`src/rtl/mem_arb_pkg.sv`:
```
// mem_arb_pkg: shared widths, FSM/owner types and default access budget for mem_port_arb
`ifndef XLEN
`define XLEN 32
`endif
package mem_arb_pkg;
  typedef enum logic [1:0] {IDLE, IF_BUSY, M_BUSY} state_e;
  typedef enum logic {OWN_IF, OWN_M} owner_e;
  localparam int TIMEOUT_CYC_DEF = 15;
endpackage

```
`src/rtl/arb_timeout_cnt.sv`:
```
// arb_timeout_cnt: counts busy cycles since grant and flags the cycle the access budget runs out
module arb_timeout_cnt #(
  parameter int LIMIT = 15
) (
  input  logic clk,
  input  logic rst,
  input  logic clr,
  input  logic en,
  output logic expired
);
  logic [7:0] cnt_q, cnt_d;
  assign cnt_d = clr ? 8'd0 : en ? cnt_q + 8'd1 : cnt_q;
  assign expired = en & (cnt_q == 8'(LIMIT - 1));
  always_ff @(posedge clk or negedge rst)
    if (!rst) cnt_q <= '0;
    else cnt_q <= cnt_d;
endmodule

```
`src/rtl/mem_port_arb.sv`:
```
// mem_port_arb: arbitrates fetch and M-stage accesses onto one memory bus with a per-access timeout.
// Define MEM_ARB_RR_EN for round-robin ties; otherwise M has fixed priority.
`ifndef XLEN
`define XLEN 32
`endif
module mem_port_arb
  import mem_arb_pkg::*;
#(
  parameter int TIMEOUT_CYC = TIMEOUT_CYC_DEF
) (
  input  logic              clk,
  input  logic              rst,
  input  logic              if_req,
  input  logic [`XLEN-1:0]  if_addr,
  output logic [`XLEN-1:0]  if_rdata,
  output logic              if_done,
  input  logic              m_req,
  input  logic              m_wr,
  input  logic [`XLEN-1:0]  m_addr,
  input  logic [`XLEN-1:0]  m_wdata,
  output logic [`XLEN-1:0]  m_rdata,
  output logic              m_done,
  output logic              bus_req,
  output logic              bus_wr,
  output logic [`XLEN-1:0]  bus_addr,
  output logic [`XLEN-1:0]  bus_wdata,
  input  logic [`XLEN-1:0]  bus_rdata,
  input  logic              bus_ack,
  output logic              stall_if,
  output logic              stall_m,
  output logic              bus_err
);
  state_e state_q, state_d;
  logic [`XLEN-1:0] addr_q, addr_d, wdata_q, wdata_d;
  logic wr_q, wr_d, cif_q, cif_d, cm_q, cm_d;
  logic busy, expired, fin, if_ok, m_ok, prio_m, gnt_m, gnt_if;
  assign busy = state_q != IDLE;
`ifdef MEM_ARB_RR_EN
  owner_e last_q, last_d;
  assign prio_m = last_q == OWN_IF;
  assign last_d = gnt_m ? OWN_M : gnt_if ? OWN_IF : last_q;
  always_ff @(posedge clk or negedge rst)
    if (!rst) last_q <= OWN_IF;
    else last_q <= last_d;
`else
  assign prio_m = 1'b1;
`endif
  arb_timeout_cnt #(.LIMIT(TIMEOUT_CYC)) u_tmo (
    .clk(clk), .rst(rst), .clr(gnt_m | gnt_if), .en(busy), .expired(expired)
  );
  // a requester that just completed sits out one IDLE cycle so the other cannot starve
  always_comb begin
    fin = busy & (bus_ack | expired);
    if_ok = if_req & ~cif_q;
    m_ok = m_req & ~cm_q;
    gnt_m = ~busy & m_ok & (~if_ok | prio_m);
    gnt_if = ~busy & if_ok & ~gnt_m;
    state_d = gnt_m ? M_BUSY : gnt_if ? IF_BUSY : fin ? IDLE : state_q;
    addr_d = gnt_m ? m_addr : gnt_if ? if_addr : addr_q;
    wdata_d = gnt_m ? m_wdata : wdata_q;
    wr_d = gnt_m ? m_wr : gnt_if ? 1'b0 : wr_q;
    if_done = fin & (state_q == IF_BUSY);
    m_done = fin & (state_q == M_BUSY);
    cif_d = if_done;
    cm_d = m_done;
    if_rdata = (if_done & bus_ack) ? bus_rdata : '0;
    m_rdata = (m_done & bus_ack) ? bus_rdata : '0;
    bus_req = busy & (bus_ack | ~expired);
    bus_err = busy & expired & ~bus_ack;
    bus_wr = busy & wr_q;
    bus_addr = addr_q;
    bus_wdata = wdata_q;
    stall_if = if_req & ~if_done;
    stall_m = m_req & ~m_done;
  end
  always_ff @(posedge clk or negedge rst)
    if (!rst) begin
      state_q <= IDLE;
      addr_q <= '0;
      wdata_q <= '0;
      wr_q <= 1'b0;
      cif_q <= 1'b0;
      cm_q <= 1'b0;
    end else begin
      state_q <= state_d;
      addr_q <= addr_d;
      wdata_q <= wdata_d;
      wr_q <= wr_d;
      cif_q <= cif_d;
      cm_q <= cm_d;
    end
endmodule

```
`config.mk`:
```
export PLATFORM = sky130hd
export DESIGN_NAME = mem_port_arb
export DESIGN_NICKNAME = d
export VERILOG_FILES = /design/src/rtl/mem_arb_pkg.sv /design/src/rtl/arb_timeout_cnt.sv /design/src/rtl/mem_port_arb.sv
export SDC_FILE = /design/constraint.sdc
export NUM_CORES = 1
export LEC_CHECK = 0
export ABC_AREA = 1
export CAP_MARGIN = 15
export CORE_MARGIN = 8
export CORE_UTILIZATION = 30
export CTS_CLUSTER_SIZE = 16
export DETAILED_ROUTE_END_ITERATION = 10
export PLACE_DENSITY_LB_ADDON = 0.2
export SLEW_MARGIN = 5
export SYNTH_ARGS = -nofsm -noshare
export SYNTH_HDL_FRONTEND = slang
export SYNTH_SLANG_ARGS = --single-unit
```
`constraint.sdc`:
```
create_clock -name clk -period 3.2 [get_ports clk]
set_input_delay 0.64 -clock clk [delete_from_list [all_inputs] [get_ports clk]]
set_output_delay 0.64 -clock clk [all_outputs]
set_load 0.1 [all_outputs]
```
==> out/results.ini <==
[worst_setup_path]
slowest_stage = clkdlybuf4s50_1
critPathMaxFanout = 32
setup.worst_path.start_class = input pin
cp-end-kind = primary output
path_cells = clkdlybuf4s50_1 -> nand2_1 -> buf_4 -> nor2_1 -> buf_12
r2r_start = state_q[1]
max_stage_delay_ns = 0.54
ff2ff_setup_slack_ns = 1.06
path_class = in -> out
r2r_cells = 7
critPathRequiredTime_ns = 2.56
cp.arrival_ns = 2.02
timing.rr.end = u_tmo.cnt_q[1]
crit_start = bus_ack

[logic_synthesis]
ys_seq_elements = 77
yosysTopAreaCell = dfrtp_1
synth_common_cells = nand2_1 (113), nor2_1 (82), dfrtp_1 (77)
synth_edf_count = 0
ys_seq_area_frac = 0.5024
synth-async-reset-ratio = 1.000
yosysTopAreaCellShare = 0.5024
synthTopCellsByArea = dfrtp_1 (50%), nand2_1 (11%), nor2_1 (8.0%)
synth_flop_cell = dfrtp_1
synthCells = 512
ys_warn_count = 0
syn_area_um2 = 3835
syn_avg_cell_area_um2 = 7.490
syn-num-nets = 648
ys_types = 22
synth_most_common_cell = nand2_1

[place]
place_congestion = 0.7940
io_buffers = 268
hpwlAfterDp_um = 12780

[global_routing]
grt_pass1_wl_um = 25310
track_usage = 0.1971
grt_pass1_vias = 4704
overflow = 0
grt_antenna_before_repair = 1
grt_max_degree = 78

[sta]
period_share = 0.8299
drv_slew = 0
setup_viol = 0
hold_viol = 0
fmax_mhz = 376.5
rsz0062_at_grt = false
timing.slew.headroom = 0.3397
tns_ns = 0
tightest_slew_ns = 0.9904
fin_skew_ns = 0.006459
fin_crit_ns = 2.656

[clocking]
post_cts_buffers = 0
cts_tree = done
clkTransAtPathRegs_ns = 0.06
htreeDepth = 3
clock-root-buffer = clkbuf_16
clkLatencyLatePin_ns = 0.33
cts.repair.resized = 0
postCtsHoldBufs = 0
cts_num_sinks = 77
numCtsBuffers = 9
clockBufferDepth = 2

[layout]
drive_gt1_frac = 0.2122
nets = 900
syn_to_final_growth_pct = 93.47

[job]
maxCapViolCount = 0

[floorplan]
row_count = 41
dieArea_um2 = 16660
fp.dieW_um = 129.1
start_util = 0.3051
die_h_um = 129.1
design.core.area_um2 = 12570
io_pins = 269

[routing]
via_per_inst = 4.671
vias = 4395
first_pass_iters = 5
detail_route.wl_per_cell_um = 17.40
antenna_left = 0
drtIter0Drc = 236
routed_wl_um = 16370
drcViolationCount = 0

[run_status]
status = completed

[min_path]
hp-class = in -> async

state kept, by name, indices dropped and copies added, names as in the netlist:
name / flops
cm_q: 1
wr_q: 1
state_q: 2
u_tmo.cnt_q: 8
cif_q: 1
bus_wdata: 32
bus_addr: 32
how the worst max path moves through the flow:
| stage | to | depth (start not counted) | slack (ns) |
|---|---|---|---|
| 6_report | m_rdata[23] | 5 | 0.54 |
| 2_1_floorplan | stall_if | 6 | 0.10 |
| 4_1_cts | m_rdata[23] | 5 | 0.54 |
| 3_3_place_gp | m_rdata[23] | 5 | 0.54 |
| 3_5_place_dp | m_rdata[23] | 5 | 0.55 |
| 5_1_grt | if_done | 9 | 0.35 |
routing by layer:
metal | global-route usage | vias to the layer above | share of wire
met5 | 0 | - | 0
met4 | 0.09399 | 0 | 0.033
met3 | 0.08299 | 29 | 0.10
met2 | 0.3513 | 197 | 0.52
met1 | 0.1947 | 2049 | 0.35
li1 | - | 2120 | -
cells by family (layout without fill, tap and decap cells):
logic type | Yosys count | in the layout | synth area share
compound gates | 106 | 106 | 0.1383
xor+xnor | 2 | 2 | 0.004569
fa+ha+maj | 2 | 2 | 0.006524
buf+inv | 82 | 338 | 0.09037
flops | 77 | 77 | 0.5024
other cells | 0 | 1 | 0
simple gates | 243 | 243 | 0.2578
cell type report:
cell class,instances,area [um^2]
tap,172,215.2
inverter,48,180.2
clock buffer,11,242.7
fill,1125,5149
timing repair buffer,275,3258
sequential,77,1927
multi-input combinational,353,1569
clock inverter,4,25.02
antenna,1,2.502
worst max-delay path: cells and delay by family:
family / cells / cell delay (ns)
buffers and inverters: 3 / 1.01
AND/OR/NAND/NOR: 2 / 0.35
placed cells by master, fill, tap and decap left out:
cell / Yosys / layout
o21ai_0: 32 / 32
nand4_1: 1 / 1
diode_2: 0 / 1
inv_1: 47 / 47
clkbuf_1: 12 / 1
clkbuf_16: 0 / 9
xor2_1: 1 / 1
dfrtp_1: 77 / 77
a21oi_1: 36 / 36
clkinvlp_4: 0 / 2
nand2_4: 1 / 1
clkdlybuf4s50_1: 0 / 132
o21ai_1: 38 / 38
xnor2_1: 1 / 1
nor2_4: 1 / 2
nor3_1: 2 / 2
nor2_1: 82 / 81
clkinv_2: 0 / 2
nor2_2: 1 / 1
nand2_1: 113 / 113
nand3_1: 41 / 41
buf_12: 0 / 69
ha_1: 2 / 2
inv_2: 1 / 1
buf_4: 2 / 74
nand2_2: 1 / 1
clkbuf_8: 0 / 1
per-stage QoR:
| stage | utilization | hold WS [ns] | cells | setup WS (ns) | instance area (um^2) |
|---|---|---|---|---|---|
| final | 0.5903 | 0.4543 | 941 | 0.5442 | 7420 |
| after global routing | 0.5903 | 0.4953 | 941 | 0.3477 | 7420 |
| after CTS | 0.5901 | 0.4745 | 940 | 0.5404 | 7417 |
| after detailed placement | 0.5688 | 0.4595 | 925 | 0.5451 | 7149 |
| after global placement | 0.5688 | 0.4562 | 925 | 0.5422 | 7149 |
| after floorplan | - | 0.3444 | 512 | 0.1022 | 3837 |
Power is not shown: default switching activity piles up to over one toggle a cycle in this logic, so the estimate is an artifact.
